## src/rtl/mem_wb_stage.sv

```systemverilog
// Memory/writeback stage: executes ALU writebacks directly and word/byte loads and stores
// over a request/grant/rvalid data-memory port, producing one registered writeback strobe
// per instruction. Back-pressures execute while a memory access is in flight.
// Optional feature macro: MEM_WB_BYTE_OPS_EN enables LBU/SB byte lanes; when undefined,
// LBU executes as LW and SB as SW.
module mem_wb_stage #(
   parameter int unsigned REG_AW = 5,
   parameter int unsigned ADDR_W = 32
) (
   input  logic              clk,
   input  logic              n_reset_i,
   input  logic              valid_i,
   output logic              ready_o,
   input  logic [2:0]        op_i,
   input  logic [REG_AW-1:0] rd_addr_i,
   input  logic [31:0]       result_i,
   input  logic [31:0]       store_data_i,
   output logic              dmem_req_o,
   output logic              dmem_we_o,
   output logic [ADDR_W-1:0] dmem_addr_o,
   output logic [3:0]        dmem_be_o,
   output logic [31:0]       dmem_wdata_o,
   input  logic              dmem_gnt_i,
   input  logic              dmem_rvalid_i,
   input  logic [31:0]       dmem_rdata_i,
   output logic              wb_we_o,
   output logic [REG_AW-1:0] wb_addr_o,
   output logic [31:0]       wb_data_o,
   output logic              misalign_o
);

   localparam logic [2:0] OpAlu = 3'd1;
   localparam logic [2:0] OpLw  = 3'd2;
   localparam logic [2:0] OpLbu = 3'd3;
   localparam logic [2:0] OpSw  = 3'd4;
   localparam logic [2:0] OpSb  = 3'd5;

   typedef enum logic [1:0] {StIdle, StReq, StWait} state_t;

   state_t            state;
   logic              pend_load;
   logic [REG_AW-1:0] pend_rd;

   logic              is_alu;
   logic              is_mem;
   logic              is_load;
   logic [3:0]        req_be;
   logic [31:0]       req_wdata;
   logic              misalign_next;
   logic [31:0]       load_data;

`ifdef MEM_WB_BYTE_OPS_EN
   logic              is_byte;
   logic              pend_byte;
   logic [1:0]        pend_lane;
`endif

   // Decode the incoming op class; codes 6-7 fall through as NONE.
   always_comb begin
      is_alu  = 1'b0;
      is_mem  = 1'b0;
      is_load = 1'b0;
`ifdef MEM_WB_BYTE_OPS_EN
      is_byte = 1'b0;
`endif
      case (op_i)
         OpAlu: is_alu = 1'b1;
         OpLw: begin
            is_mem  = 1'b1;
            is_load = 1'b1;
         end
         OpLbu: begin
            is_mem  = 1'b1;
            is_load = 1'b1;
`ifdef MEM_WB_BYTE_OPS_EN
            is_byte = 1'b1;
`endif
         end
         OpSw: is_mem = 1'b1;
         OpSb: begin
            is_mem = 1'b1;
`ifdef MEM_WB_BYTE_OPS_EN
            is_byte = 1'b1;
`endif
         end
         default: ;
      endcase
   end

   // Byte enables, write data and misalignment flag for the request being accepted.
   always_comb begin
      req_be        = 4'hF;
      req_wdata     = store_data_i;
      misalign_next = is_mem & (result_i[1:0] != 2'b00);
`ifdef MEM_WB_BYTE_OPS_EN
      if (is_byte) begin
         req_be        = 4'b0001 << result_i[1:0];
         req_wdata     = {4{store_data_i[7:0]}};
         misalign_next = 1'b0;
      end
`endif
   end

   // Load return data, zero-extended from the addressed lane for LBU.
   always_comb begin
      load_data = dmem_rdata_i;
`ifdef MEM_WB_BYTE_OPS_EN
      if (pend_byte) begin
         load_data = {24'b0, dmem_rdata_i[{pend_lane, 3'b000} +: 8]};
      end
`endif
   end

   // Stage FSM with all outputs registered; gnt/rvalid outside their state are ignored.
   always_ff @(posedge clk or negedge n_reset_i) begin
      if (!n_reset_i) begin
         state        <= StIdle;
         ready_o      <= 1'b1;
         dmem_req_o   <= 1'b0;
         dmem_we_o    <= 1'b0;
         dmem_addr_o  <= '0;
         dmem_be_o    <= 4'h0;
         dmem_wdata_o <= 32'h0;
         wb_we_o      <= 1'b0;
         wb_addr_o    <= '0;
         wb_data_o    <= 32'h0;
         misalign_o   <= 1'b0;
         pend_load    <= 1'b0;
         pend_rd      <= '0;
`ifdef MEM_WB_BYTE_OPS_EN
         pend_byte    <= 1'b0;
         pend_lane    <= 2'b00;
`endif
      end else begin
         wb_we_o    <= 1'b0;
         misalign_o <= 1'b0;
         case (state)
            StIdle: begin
               if (valid_i) begin
                  misalign_o <= misalign_next;
                  if (is_alu) begin
                     wb_we_o   <= 1'b1;
                     wb_addr_o <= rd_addr_i;
                     wb_data_o <= result_i;
                  end else if (is_mem) begin
                     state        <= StReq;
                     ready_o      <= 1'b0;
                     dmem_req_o   <= 1'b1;
                     dmem_we_o    <= ~is_load;
                     dmem_addr_o  <= {result_i[ADDR_W-1:2], 2'b00};
                     dmem_be_o    <= req_be;
                     dmem_wdata_o <= req_wdata;
                     pend_load    <= is_load;
                     pend_rd      <= rd_addr_i;
`ifdef MEM_WB_BYTE_OPS_EN
                     pend_byte    <= is_byte;
                     pend_lane    <= result_i[1:0];
`endif
                  end
               end
            end
            StReq: begin
               if (dmem_gnt_i) begin
                  dmem_req_o <= 1'b0;
                  if (pend_load) begin
                     state <= StWait;
                  end else begin
                     state   <= StIdle;
                     ready_o <= 1'b1;
                  end
               end
            end
            StWait: begin
               if (dmem_rvalid_i) begin
                  state     <= StIdle;
                  ready_o   <= 1'b1;
                  wb_we_o   <= 1'b1;
                  wb_addr_o <= pend_rd;
                  wb_data_o <= load_data;
               end
            end
            default: begin
               state      <= StIdle;
               ready_o    <= 1'b1;
               dmem_req_o <= 1'b0;
            end
         endcase
      end
   end

endmodule

```

## config.mk

```make
export PLATFORM = sky130hd
export DESIGN_NAME = mem_wb_stage
export DESIGN_NICKNAME = d
export VERILOG_FILES = /design/src/rtl/mem_wb_stage.sv
export SDC_FILE = /design/constraint.sdc
export NUM_CORES = 1
export LEC_CHECK = 0
export CAP_MARGIN = 20
export CORE_MARGIN = 2
export CORE_UTILIZATION = 45
export DETAILED_ROUTE_END_ITERATION = 6
export GPL_TIMING_DRIVEN = 0
export PLACE_DENSITY = 0.86
export SETUP_SLACK_MARGIN = 0.3
export SKIP_LAST_GASP = 1
export SLEW_MARGIN = 25
export SYNTH_ARGS = -nofsm -noshare
export SYNTH_HDL_FRONTEND = slang
export SYNTH_SLANG_ARGS = --single-unit
```

## constraint.sdc

```tcl
create_clock -name clk -period 3.1 [get_ports clk]
set_input_delay 0.31 -clock clk [delete_from_list [all_inputs] [get_ports clk]]
set_output_delay 0.31 -clock clk [all_outputs]
set_load 0.05 [all_outputs]
```

Yosys cells after proc, flatten, opt, wreduce, memory -nomap -nowiden
Cells that the tools add are included.

Register bits: 113. Input port bits: 109. Output and inout bits: 110.

Eq/ne operators: 14. Multiplexer cells: 36. Bitwise operators: 4. Reduce and logical (&&, ||, !) cells: 10.

Operators with widths (count): $mux W32 (3); $pmux W32 S2 (1); $mux W1 (18); $mux W5 (3); $ne A2 B2 Y1 const B (7); $mux W2 (6); $pmux W5 S2 (1); $reduce_and A5 Y1 (2); $reduce_and A4 Y1 (2); $eq A3 B2 Y1 const B (2); $eq A3 B3 Y1 const B (2); $pmux W1 S3 (2); $pmux W2 S3 (1); $reduce_and A6 Y1 (1); $reduce_bool A2 Y1 (2); $reduce_or A4 Y1 (1); $eq A3 B1 Y1 const B (1); $not A1 Y1 (3); $eq A2 B1 Y1 const B (1); $eq A2 B2 Y1 const B (1); $logic_not A2 Y1 (1); $pmux W1 S2 (1); $reduce_or A2 Y1 (1); $and A1 B1 Y1 (1).

Longest topological paths before layout
Word-level depth: 7. Gate-level depth with buffers: 6. Mapped depth without buffers: 3.

Worst setup path before layout
Ideal clock, no wire load.

Kind: register to register. Start point: reg state[1]. End point: reg wb_addr_o[0]. Setup time: 123 ps. Arrival: 1625 ps. Data required time: 2977 ps. Slack: 1352 ps. Cell stages (with the launch flop): 7. Buffers on the path: 3. Period minus slack after synthesis: 1748 ps. Cells stage by stage: dfrtp_1 > or3b_1 > buf_2 > or2_1 > buf_6 > buf_6 > o221a_1.

Longest elaborated chain between the ends: 3. Elaborated cells on any way between the ends: 8. Classes of those cells: 4 x eq/ne; 1 x mux; 3 x reduce/logical.

Ends and longest elaborated chain: start, declared (line 40) `state_t state;`; start signal, assigned (line 117) `state <= StIdle;`; start signal, assigned (line 146) `state <= StReq;`; start signal, assigned (line 166) `state <= StWait;`; $eq A2 B2 Y1 or $logic_not A2 Y1 (tied branches) (line 137) `case (state)`; $ne A2 B2 Y1 (no line) or $reduce_bool A2 Y1 (tied branches); $reduce_and A4 Y1 (no line); end signal, assigned (line 143) `wb_addr_o <= rd_addr_i;`; end signal, assigned (line 178) `wb_addr_o <= pend_rd;`; end, declared (line 27) `output logic [REG_AW-1:0] wb_addr_o,`.

Parallel ways exist; a longest one is shown, timed or not. A chain may end at the register's enable or synchronous reset.

==> metrics.md <==
| Metric | Value |
|---|---|
| Worst skew pair latency | 0.50 ns |
| GP Congestion | 0.792 |
| Routing usage on met3 | 0.0705 |
| Clock slew at reported path FFs | 0.05 ns |
| Site row count | 37 |
| GR Layer Usage met1 | 0.284 |
| Async SR Flop Fraction | 1.00 |
| CP Capture Type | output pin |
| Clock root cell | clkbuf_8 |
| M2 GR Usage | 0.428 |
| RSZ-0062 raised after global routing | no |
| Syn Inst Count | 343 |
| PwrDens | 1070 nW/um2 |
| Postcts setup bufs | 0 |
| Synth Warn # | 0 |
| Measured slew at the worst slew-check pin | 0.552 ns |
| Max clock buf depth | 2 |
| Status | completed |
| Routed vias | 3845 |
| Max-slew headroom | 0.631 |
| Worst Path Arrival | 1.83 ns |
| Chip height | 106 um |
| Top-count cell post-synth | dfrtp_1 |
| Commonest cells post-synth | dfrtp_1, mux2_2, o221a_1 |
| First-pass GRT wire length | 21600 um |
| Synth area leaders | dfrtp_1, mux2_2, o221a_1 |
| Total grt overflow | 0 |
| Max cap viols | 0 |
| Synthesized area | 4720 um2 |
| Total core area | 10200 um2 |
| Final Hold Viols | 0 |
| Nets | 690 |
| Peak Freq | 467 MHz |
| Syn avg cell area | 13.7 um2 |
| Final setup margin | 0.957 ns |
| Number of synthesized flops with an enable pin | 0 |
| Final setup viols | 0 |
| Final core occ | 0.746 |
| CTS tree | yes |
| Post-Route WL | 13500 um |
| Largest net degree at the start of global routing | 66 |
| CP max stage delay | 0.80 ns |
| Hpwl dp | 9960 um |
| Cell Count, Final, Fillers Out | 728 |
| # IOs | 219 |
| Crit start category | flip-flop |
| Busiest metal layer after global routing | met2 |
| GR Util All Layers | 0.247 |
| Slowest stage cell on the critical path | clkdlybuf4s50_1 |
| Initial detailed-routing violation count | 121 |
| Critical path's top delay family | buffers and inverters |
| Drt wl/cell | 18.6 um |
| Placement Cell Area | 7080 um2 |
| DIE AREA | 11300 um2 |
| Area delta synth->final | 61.9% |
| Worst vdd ir | 0.562 mV |
| Fill count | 677 |
| Synth area leader | dfrtp_1 |
| Layout cells sized above 1 | 0.228 |
| Max-slew violation count | 0 |
| CP Class | reg2out |
| Register area share after synthesis | 0.600 |
| Top-area cell type share of the netlist area | 0.594 |
| Period utilization | 0.691 |
| Post-route design area | 7640 um2 |
| Post-route clock skew | 0.00634 ns |
| N_diodes | 0 |
| Port Buf Inserts | 216 |
| Crit path max fanout | 5 |
| Die width | 106 um |
| Initial antenna violation count | 0 |
| Initial core utilization | 0.461 |
| Sink Count | 113 |
| WP buf/inv | 2 |
| DRT Pass-1 Iters | 5 |
| Cell variety after synth | 29 |
| Cts bufs inserted | 17 |
| Post-place setup slack | 0.680 ns |
| Worst hold-check path type | in2async |
| Lkg Pwr | 3.21 nW |
| Number of remaining DRC errors | 0 |
| Top_reg_cell synth | dfrtp_1 |
| CP required | 2.79 ns |
| H-tree levels | 4 |
| Routed vias/inst | 5.28 |
| Post-cts sizing count | 0 |
| Worst-path cell chain | buf_4, clkdlybuf4s50_1 |
| Register bit total from synthesis | 113 |
| Placed cells | 697 |
| Period minus WS final | 2.14 ns |
| Vias in the first global route | 4215 |
| Post-route ant nets | 0 |
[where the power goes]
part	total (W)	internal (W)	switching (W)	leakage, nW
Clock	0.00177	0.00115	0.000618	0.276
Sequential	0.00234	0.00203	0.000304	1.30
Combinational	0.00408	0.00152	0.00256	1.64
Total	0.00818	0.00470	0.00348	3.21
[what timing repair did]
item                                   CTS  global route
endpoints found under the hold margin   48             0
hold buffers                             1             0
setup endpoints to repair                0             0
[final timing paths]
check | slack (ns) | cells past startpoint | endpoint | from
max | 0.96 | 2 | dmem_be_o[1] | dmem_be_o[0]$_DFFE_PN0P_
min | 0.33 | 2 | dmem_wdata_o[12]$_DFFE_PN0P_ | n_reset_i
max reg2reg | 1.04 | 4 | dmem_wdata_o[23]$_DFFE_PN0P_ | state[0]$_DFFE_PN0P_
min reg2reg | 0.48 | 1 | ready_o$_DFFE_PN1P_ | ready_o$_DFFE_PN1P_
max in group asynchronous | 2.06 | 3 | ready_o$_DFFE_PN1P_ | n_reset_i
min in group clk | 0.42 | 2 | dmem_wdata_o[2]$_DFFE_PN0P_ | store_data_i[2]
[sequential cells by signal, indices dropped and copies added, names as in the netlist]
| register | flops |
|---|---|
| dmem_wdata_o | 32 |
| wb_data_o | 32 |
| dmem_addr_o | 30 |
| pend_rd | 5 |
| wb_addr_o | 5 |
| state | 2 |
| dmem_be_o | 1 |
| dmem_req_o | 1 |
| dmem_we_o | 1 |
| misalign_o | 1 |
| pend_load | 1 |
| ready_o | 1 |
| wb_we_o | 1 |
[logic make-up after synthesis]
family	synth area share
DFF	0.600
other	0.000795
xor gates and xnor gates	0.00186
muxes	0.160
buffers and inverters	0.0600
AOI/OAI and AO/OA	0.146
and+or+nand+nor	0.0310
[per-layer routing]
metal	up-vias	wire, um
met5	-	0
met2	167	6870
met4	0	447
li1	1725	-
met1	1919	5330
met3	34	888
[stage by stage]
step / total power (W) / TNS, ns / hold slack (ns)
floorplan: 0.00493 / 0 / 0.0144
global placement: 0.00632 / -276.41 / 0.475
detailed placement: 0.00643 / 0 / 0.282
CTS: 0.00824 / 0 / 0.319
global route: 0.00850 / 0 / 0.364
finish: 0.00818 / 0 / 0.329
[cell type report]
type	instances	area, um2	area share
Timing Repair Buffer	218	2200	0.288
Sequential cell	113	2830	0.370
Clock buffer	24	490	0.0642
Clock inverter	6	55.1	0.00721
Multi-Input combinational cell	172	1610	0.211
Tap cell	136	170	0.0223
Buffer	30	174	0.0228
Inverter	29	109	0.0143
[placed cells by master, fill, tap and decap left out, types with 6 or more instances in the layout]
cell,synthesis,final
dfrtp_1,112,112
buf_2,10,10
clkbuf_1,11,13
inv_1,29,29
clkbuf_16,0,16
o211ai_1,28,28
o221a_1,30,30
o221a_2,7,7
or2_2,9,9
mux2_2,67,67
clkdlybuf4s50_1,0,215
clkbuf_8,0,6
No activity file was read; power rests on OpenSTA's default activity.
